$ cat src/rtl/timer_multi.sv
// timer_multi: run-time selectable periodic zegar tick with latched irq, ack handshake and overrun tracking
module timer_multi #(
    parameter int         CLK_SYS_HZ  = 50_000_000,
    parameter logic [2:0] DEFAULT_SEL = 3'd3,
    parameter int         MISS_W      = 8
) (
    input  logic              clk_sys,
    input  logic              rst_n,
    input  logic              enable,
    input  logic [2:0]        sel,
    input  logic              restart,
    input  logic              irq_ack,
    input  logic              ovr_clr,
    output logic              zegar,
    output logic              irq,
    output logic              overrun,
    output logic [MISS_W-1:0] miss_cnt,
    output logic [4:0]        period_ms
);
    localparam int P = CLK_SYS_HZ / 1000;
    localparam int PW = (P > 1) ? $clog2(P) : 1;
    localparam logic [PW-1:0] P_LAST = PW'(P - 1);

    function automatic logic [4:0] decode(input logic [2:0] s);
        return s == 3'd0 ? 5'd2 : s == 3'd1 ? 5'd4 : s == 3'd2 ? 5'd8 : s == 3'd3 ? 5'd10 : 5'd20;
    endfunction

    localparam logic [4:0] DEF_PERIOD = decode(DEFAULT_SEL);

    logic [PW-1:0] pre_cnt;
    logic [4:0]    ms_cnt;
    logic [4:0]    period_q;
    logic [4:0]    sel_period;
    logic          ms_tick;
    logic          wrap;
    logic          ovr_event;

    assign sel_period = decode(sel);
    assign ms_tick    = pre_cnt == '0;
    assign wrap       = ms_tick & (ms_cnt == 5'd0);
    assign zegar      = enable & wrap & ~restart;
    assign ovr_event  = zegar & irq & ~irq_ack;
    assign period_ms  = period_q;

    // Free-running ms prescaler and period counter; a new sel is only adopted at a wrap or restart
    always_ff @(posedge clk_sys or negedge rst_n) begin
        if (!rst_n) begin
            pre_cnt  <= P_LAST;
            ms_cnt   <= DEF_PERIOD - 5'd1;
            period_q <= DEF_PERIOD;
        end else if (restart) begin
            pre_cnt  <= P_LAST;
            ms_cnt   <= sel_period - 5'd1;
            period_q <= sel_period;
        end else begin
            pre_cnt <= ms_tick ? P_LAST : pre_cnt - PW'(1);
            if (ms_tick) begin
                ms_cnt   <= ms_cnt == 5'd0 ? sel_period - 5'd1 : ms_cnt - 5'd1;
                period_q <= ms_cnt == 5'd0 ? sel_period : period_q;
            end
        end
    end

    // Interrupt latch and overrun bookkeeping; a fresh tick beats both ack and clear
    always_ff @(posedge clk_sys or negedge rst_n) begin
        if (!rst_n) begin
            irq      <= 1'b0;
            overrun  <= 1'b0;
            miss_cnt <= '0;
        end else begin
            irq <= zegar ? 1'b1 : irq_ack ? 1'b0 : irq;
            if (ovr_event) begin
                overrun  <= 1'b1;
                miss_cnt <= ovr_clr ? MISS_W'(1) : (&miss_cnt) ? miss_cnt : miss_cnt + MISS_W'(1);
            end else if (ovr_clr) begin
                overrun  <= 1'b0;
                miss_cnt <= '0;
            end
        end
    end
endmodule

$ cat config.mk
export PLATFORM = sky130hd
export DESIGN_NAME = timer_multi
export DESIGN_NICKNAME = d
export VERILOG_FILES = /design/src/rtl/timer_multi.sv
export SDC_FILE = /design/constraint.sdc
export NUM_CORES = 1
export LEC_CHECK = 0
export CAP_MARGIN = 10
export CORE_AREA = 2 2 102 79
export DETAILED_ROUTE_END_ITERATION = 10
export DIE_AREA = 0 0 104 81
export GPL_TIMING_DRIVEN = 0
export PLACE_DENSITY = 0.47
export SYNTH_ARGS = -nofsm -noshare
export SYNTH_HDL_FRONTEND = slang
export SYNTH_SLANG_ARGS = --single-unit
$ cat constraint.sdc
create_clock -name clk_sys -period 3 [get_ports clk_sys]
set_input_delay 0.3 -clock clk_sys [delete_from_list [all_inputs] [get_ports clk_sys]]
set_output_delay 0.3 -clock clk_sys [all_outputs]
set_load 0.02 [all_outputs]
# After elaboration in Yosys (flattened, before gate mapping)
# Index checks and enable logic that the tools add are counted.
[totals] latchBits=0 memories=0 ff_bits=36 ramBits=0 romBits=0
[op_classes] magnitude_cmp=0 bitwise=7 n_eq_ne=4 shifts=0 add_sub_neg=4 div_mod_pow=0 n_mux=20 reduce_logical=10 mul=0
[ops] operator="$mux W5" count=10
[ops] operator="$mux W16" count=2
[ops] operator="$mux W8" count=4
[ops] operator="$logic_not A16 Y1" count=1
[ops] operator="$sub A16 B1 Y16 const B" count=1
[ops] operator="$sub A5 B1 Y5 const B" count=2
[ops] operator="$add A8 B1 Y8 const B" count=1
[ops] operator="$reduce_and A8 Y1" count=1
[ops] operator="$reduce_bool A2 Y1" count=4
[ops] operator="$eq A3 B2 Y1 const B" count=2
[ops] operator="$and A1 B1 Y1" count=5
[ops] operator="$logic_not A5 Y1" count=1
[ops] operator="$mux W1" count=4
[ops] operator="$reduce_and A2 Y1" count=2
[ops] operator="$eq A3 B1 Y1 const B" count=1
[ops] operator="$logic_not A3 Y1" count=1
[ops] operator="$ne A2 B2 Y1 const B" count=1
[ops] operator="$not A1 Y1" count=2

# Longest topological paths before layout
# Gate-level depths: netlist of run 1.
[depth] depth_word=9 mapped_depth=8 mapped_depth_nobuf=7

# Least setup slack after synthesis of run 1
# OpenSTA, ideal clock, no wires.
[synth_path] path_kind="register to register" startpoint="register ms_cnt[0]" endpoint="register miss_cnt[3]" path_buffers=1 setup_ns=0.078 required_time_ns=2.922 stages_incl_launch_ff=9 period_less_slack_ns=2.215 arrival_time_ns=2.137 path_slack_ns=0.785 cell_sequence="dfstp_2 > inv_1 > ha_1 > nor4b_1 > nand2_1 > or3_1 > buf_6 > or3_1 > a21oi_1"
[synth_via] elab_chain_len=8
[synth_lines] item="start: declaration" line="31" source="logic [4:0] ms_cnt;"
[synth_lines] item="start signal: assignment" line="49" source="ms_cnt <= DEF_PERIOD - 5'd1;"
[synth_lines] item="start signal: assignment" line="53" source="ms_cnt <= sel_period - 5'd1;"
[synth_lines] item="start signal: assignment" line="58" source="ms_cnt <= ms_cnt == 5'd0 ? sel_period - 5'd1 : ms_cnt - 5'd1;"
[synth_lines] item="$logic_not A5 Y1 *" line="40" source="assign wrap = ms_tick & (ms_cnt == 5'd0);"
[synth_lines] item="$and A1 B1 Y1 *" line="40"
[synth_lines] item="$and A1 B1 Y1 * (2 in series)" line="41" source="assign zegar = enable & wrap & ~restart;"
[synth_lines] item="$and A1 B1 Y1 * (2 in series)" line="42" source="assign ovr_event = zegar & irq & ~irq_ack;"
[synth_lines] item="$reduce_bool A2 Y1 (no line)"
[synth_lines] item="$reduce_and A2 Y1 (no line)"
[synth_lines] item="end signal: assignment" line="74" source="miss_cnt <= ovr_clr ? MISS_W'(1) : (&miss_cnt) ? miss_cnt : miss_cnt + MISS_W'(1);"
[synth_lines] item="end: declaration" line="17" source="output logic [MISS_W-1:0] miss_cnt,"
# Mark *: on every way between the ends. The rest lies on a longest branch, timed or not.
# A chain may end at the register's enable or synchronous reset.

# Worst setup path after layout of run 1
[layout_path] startpoint="register pre_cnt[10]" endpoint="output port zegar"
[layout_via] elab_chain_len=4
[layout_lines] item="start: declaration" line="30" source="logic [PW-1:0] pre_cnt;"
[layout_lines] item="start signal: assignment" line="56" source="pre_cnt <= ms_tick ? P_LAST : pre_cnt - PW'(1);"
[layout_lines] item="$logic_not A16 Y1" line="39" source="assign ms_tick = pre_cnt == '0;"
[layout_lines] item="$and A1 B1 Y1" line="40"
[layout_lines] item="$and A1 B1 Y1 (2 in series)" line="41"
[layout_lines] item="end: declaration" line="14" source="output logic zegar,"
# No other way between the ends.

==> results.sh, run 1 <==
export IMPL_cap_violations=0
export IMPL_detail_route_antenna_nets=0
export IMPL_min_period_ps=2720
export IMPL_fin_area_um2=2250
export IMPL_ys_seq_elements=35
export IMPL_synth_warnings=0
export IMPL_cts_resized=0
export IMPL_powerDensity_nw_per_um2=420
export IMPL_vdd_drop_max_uv=181
export IMPL_fmax_ghz=0.368
export IMPL_power_frac_comb=0.105
export IMPL_seqCellArea_um2=892
export IMPL_worstPathArrival_ps=2420
export IMPL_rsz0062_at_grt="no"
export IMPL_regToRegEndpoint="miss_cnt[5]"
export IMPL_grt_overflow=0
export IMPL_antennaDiodeCount=0
export IMPL_hold_viol_final=0
export IMPL_met2_usage=0.147
export IMPL_synth_edf_count=0
export IMPL_cellLeakagePower_nw=0.884
export IMPL_critPathLaunch="pre_cnt[10]"
export IMPL_grtUsageMet1=0.145
export IMPL_clkTransAtPathRegs_ps=80
export IMPL_cts_buffers=5
export IMPL_drive_gt1_frac=0.128
export IMPL_p_sw_uw=243
export IMPL_drt_iter0_markers=68
export IMPL_nets=233
export IMPL_holdWs_ps=100
export IMPL_cp_required_ps=2700
export IMPL_max_slew_margin_rel=0.457
export IMPL_slew_viol_final=0
export IMPL_cts_max_path_buffers=2
export IMPL_crit_end="zegar"
export IMPL_p_total_uw=946
export IMPL_rows=28
export IMPL_postCtsSetupBuffers=0
export IMPL_die_w_um=104
export IMPL_place_area_um2=2170
export IMPL_dp_worst_setup_slack_ps=469
export IMPL_final_util=0.297
export IMPL_yosys_area_top_type="dfrtp_1"
export IMPL_synth_top_area_share=0.302
export IMPL_antenna_found_initial=0
export IMPL_numClockSinks=35
export IMPL_yosysUniqueCellTypes=43
export IMPL_drtPass1Iterations=4
export IMPL_avgSynthCellArea_um2=9.64
export IMPL_grt_pass1_wl_um=6790
export IMPL_routedWlPerCell_um=12.1
export IMPL_path_max_fanout=10
export IMPL_cp_slowest_cell="clkdlybuf4s50_1"
export IMPL_grtUsageMet3=0.0273
export IMPL_critPathLaunchType="flip-flop"
export IMPL_drc=0
export IMPL_wl_um=3920
export IMPL_r2r_cells=8
export IMPL_pwr_share_seq=0.541
export IMPL_grt_max_degree=36
export IMPL_dieArea_um2=8420
export IMPL_status="finished, final reports clean"
export IMPL_internal_power_uw=702
export IMPL_synthFlopType="dfrtp_1"
export IMPL_finalWeightedCongestion=0.719
export IMPL_fillers=815
export IMPL_swShare=0.257
export IMPL_dp_final_hpwl_um=2760
export IMPL_synth_fp_nets=204
export IMPL_via_per_inst=4.28
export IMPL_postSynthCellCount=189
export IMPL_cts_root_buf="clkbuf_8"
export IMPL_htreeDepth=2
export IMPL_area_growth_pct=23.5
export IMPL_cpPeakStageDelay_ps=610
export IMPL_layoutNonFillerInstCount=324
export IMPL_endpoint_kind="output port"
export IMPL_die_h_um=81
export IMPL_path_cells="or4_1, nand4b_1, buf_2, nor2_1, clkdlybuf4s50_1"
export IMPL_multiInputGateArea_um2=857
export IMPL_yosysSeqAreaShare=0.490
export IMPL_fin_worst_skew_ps=8.68
export IMPL_criticalPathCategory="flip-flop to output port"
export IMPL_io_pins=25
export IMPL_dp_cells=316
export IMPL_core_area_um2=7570
export IMPL_hold_class="input port to async pin"
export IMPL_holdBufCountCts=0
export IMPL_synthTopCellsByArea="dfrtp_1, dfstp_2, xnor2_1"
export IMPL_cts_tree="built"
export IMPL_start_util=0.241
export IMPL_clock_latency_ps=280
export IMPL_track_usage=0.101
export IMPL_async_flop_share=1.00
export IMPL_r2r_start="ms_cnt[0]"
export IMPL_finalCritPeriodShare=0.905
export IMPL_synth_area_um2=1820
export IMPL_final_setup_tns_ps=0
export IMPL_portBuffers=22
export IMPL_yosys_top_cells_count="dfrtp_1, nand2_1, nor2_1"
export IMPL_top_usage_layer="met2"
export IMPL_grt_pass1_vias=1382
export IMPL_setup_violations=0
export IMPL_setup_ws_ps=285
export IMPL_clockPowerShare=0.354
export IMPL_r2r_slack_ps=490
export IMPL_num_vias=1388
export IMPL_yosysMostFrequentCell="dfrtp_1"
export IMPL_worst_slew_pin_transition_ps=815
-- state kept, by name, summed over array words and instances (netlist names) --
register / count
ms_cnt: 5
miss_cnt: 8
period_ms: 4
pre_cnt: 16
overrun: 1
irq: 1
-- worst max-delay path, delay by kind of cell, from the launching register on --
family,cells,cell delay (ps)
flip-flops,1,410
buffers and inverters,2,840
AND/OR/NAND/NOR,3,890
-- layout make-up --
class | count | share of cell area
tap | 105 | 0.0584
multi-input combinational | 138 | 0.381
buffer | 7 | 0.0172
clock buffer | 7 | 0.0339
sequential | 35 | 0.397
timing repair buffer | 22 | 0.0957
clock inverter | 1 | 0.00222
inverter | 9 | 0.0150
-- power by group through the flow --
stage | clock (mW) | combinational, mW | sequential (mW)
final | 0.335 | 0.0996 | 0.511
after detailed placement | 0 | 0.102 | 0.519
after global placement | 0 | 0.102 | 0.519
after floorplan | 0 | 0.0460 | 0.525
after global routing | 0.369 | 0.114 | 0.514
after CTS | 0.348 | 0.103 | 0.511
-- kinds of logic (layout without fill, tap and decap cells) --
logic type               after synthesis  after routing  synth area share
buffers and inverters                 16             46            0.0398
AND/OR/NAND/NOR                       82             82             0.236
multiplexers                           4              4            0.0234
adder cells (fa/ha/maj)                6              6            0.0412
XOR/XNOR                              14             14            0.0673
AO/OA/AOI/OAI                         31             31             0.101
other                                  1              1           0.00206
flip-flops                            35             35             0.490
-- metal layers --
metal / vias to the layer above / wire [um]
li1: 719 / -
met4: 0 / 44
met3: 5 / 130
met2: 18 / 1600
met1: 646 / 2150
met5: - / 0
-- cell usage in the layout (no fill, tap or decap), types with 3 or more instances in the layout --
| master | instances |
|---|---|
| dfrtp_1 | 22 |
| clkdlybuf4s50_1 | 21 |
| nand2_1 | 19 |
| nor2_1 | 16 |
| dfstp_2 | 13 |
| a21oi_1 | 12 |
| xnor2_1 | 11 |
| nand3_1 | 10 |
| inv_1 | 9 |
| o21ai_0 | 9 |
| nor3_1 | 8 |
| or3_1 | 6 |
| ha_1 | 6 |
| clkbuf_1 | 5 |
| clkbuf_8 | 5 |
| nor4b_1 | 4 |
| nor4_1 | 3 |
| xor2_1 | 3 |
| nand2b_1 | 3 |
-- worst min path at each step --
stage                     cells after the start  slack [ps]     endpoint
after floorplan                               0           4          irq
after global placement                        1         440   pre_cnt[0]
after detailed placement                      1         450  miss_cnt[4]
after CTS                                     1         130  miss_cnt[4]
after global routing                          1         170  miss_cnt[4]
final                                         1         100  miss_cnt[4]
(Power assumes the default switching activity.)
==> inputs of run 2 (changes only) <==
--- a/config.mk
+++ b/config.mk
@@ -5,7 +5,6 @@
 export SDC_FILE = /design/constraint.sdc
 export NUM_CORES = 1
 export LEC_CHECK = 0
-export CAP_MARGIN = 10
 export CORE_AREA = 2 2 102 79
 export DETAILED_ROUTE_END_ITERATION = 10
 export DIE_AREA = 0 0 104 81
==> results of run 2 <==
No change in the layout: final DEF, timing and power equal those of run 1.
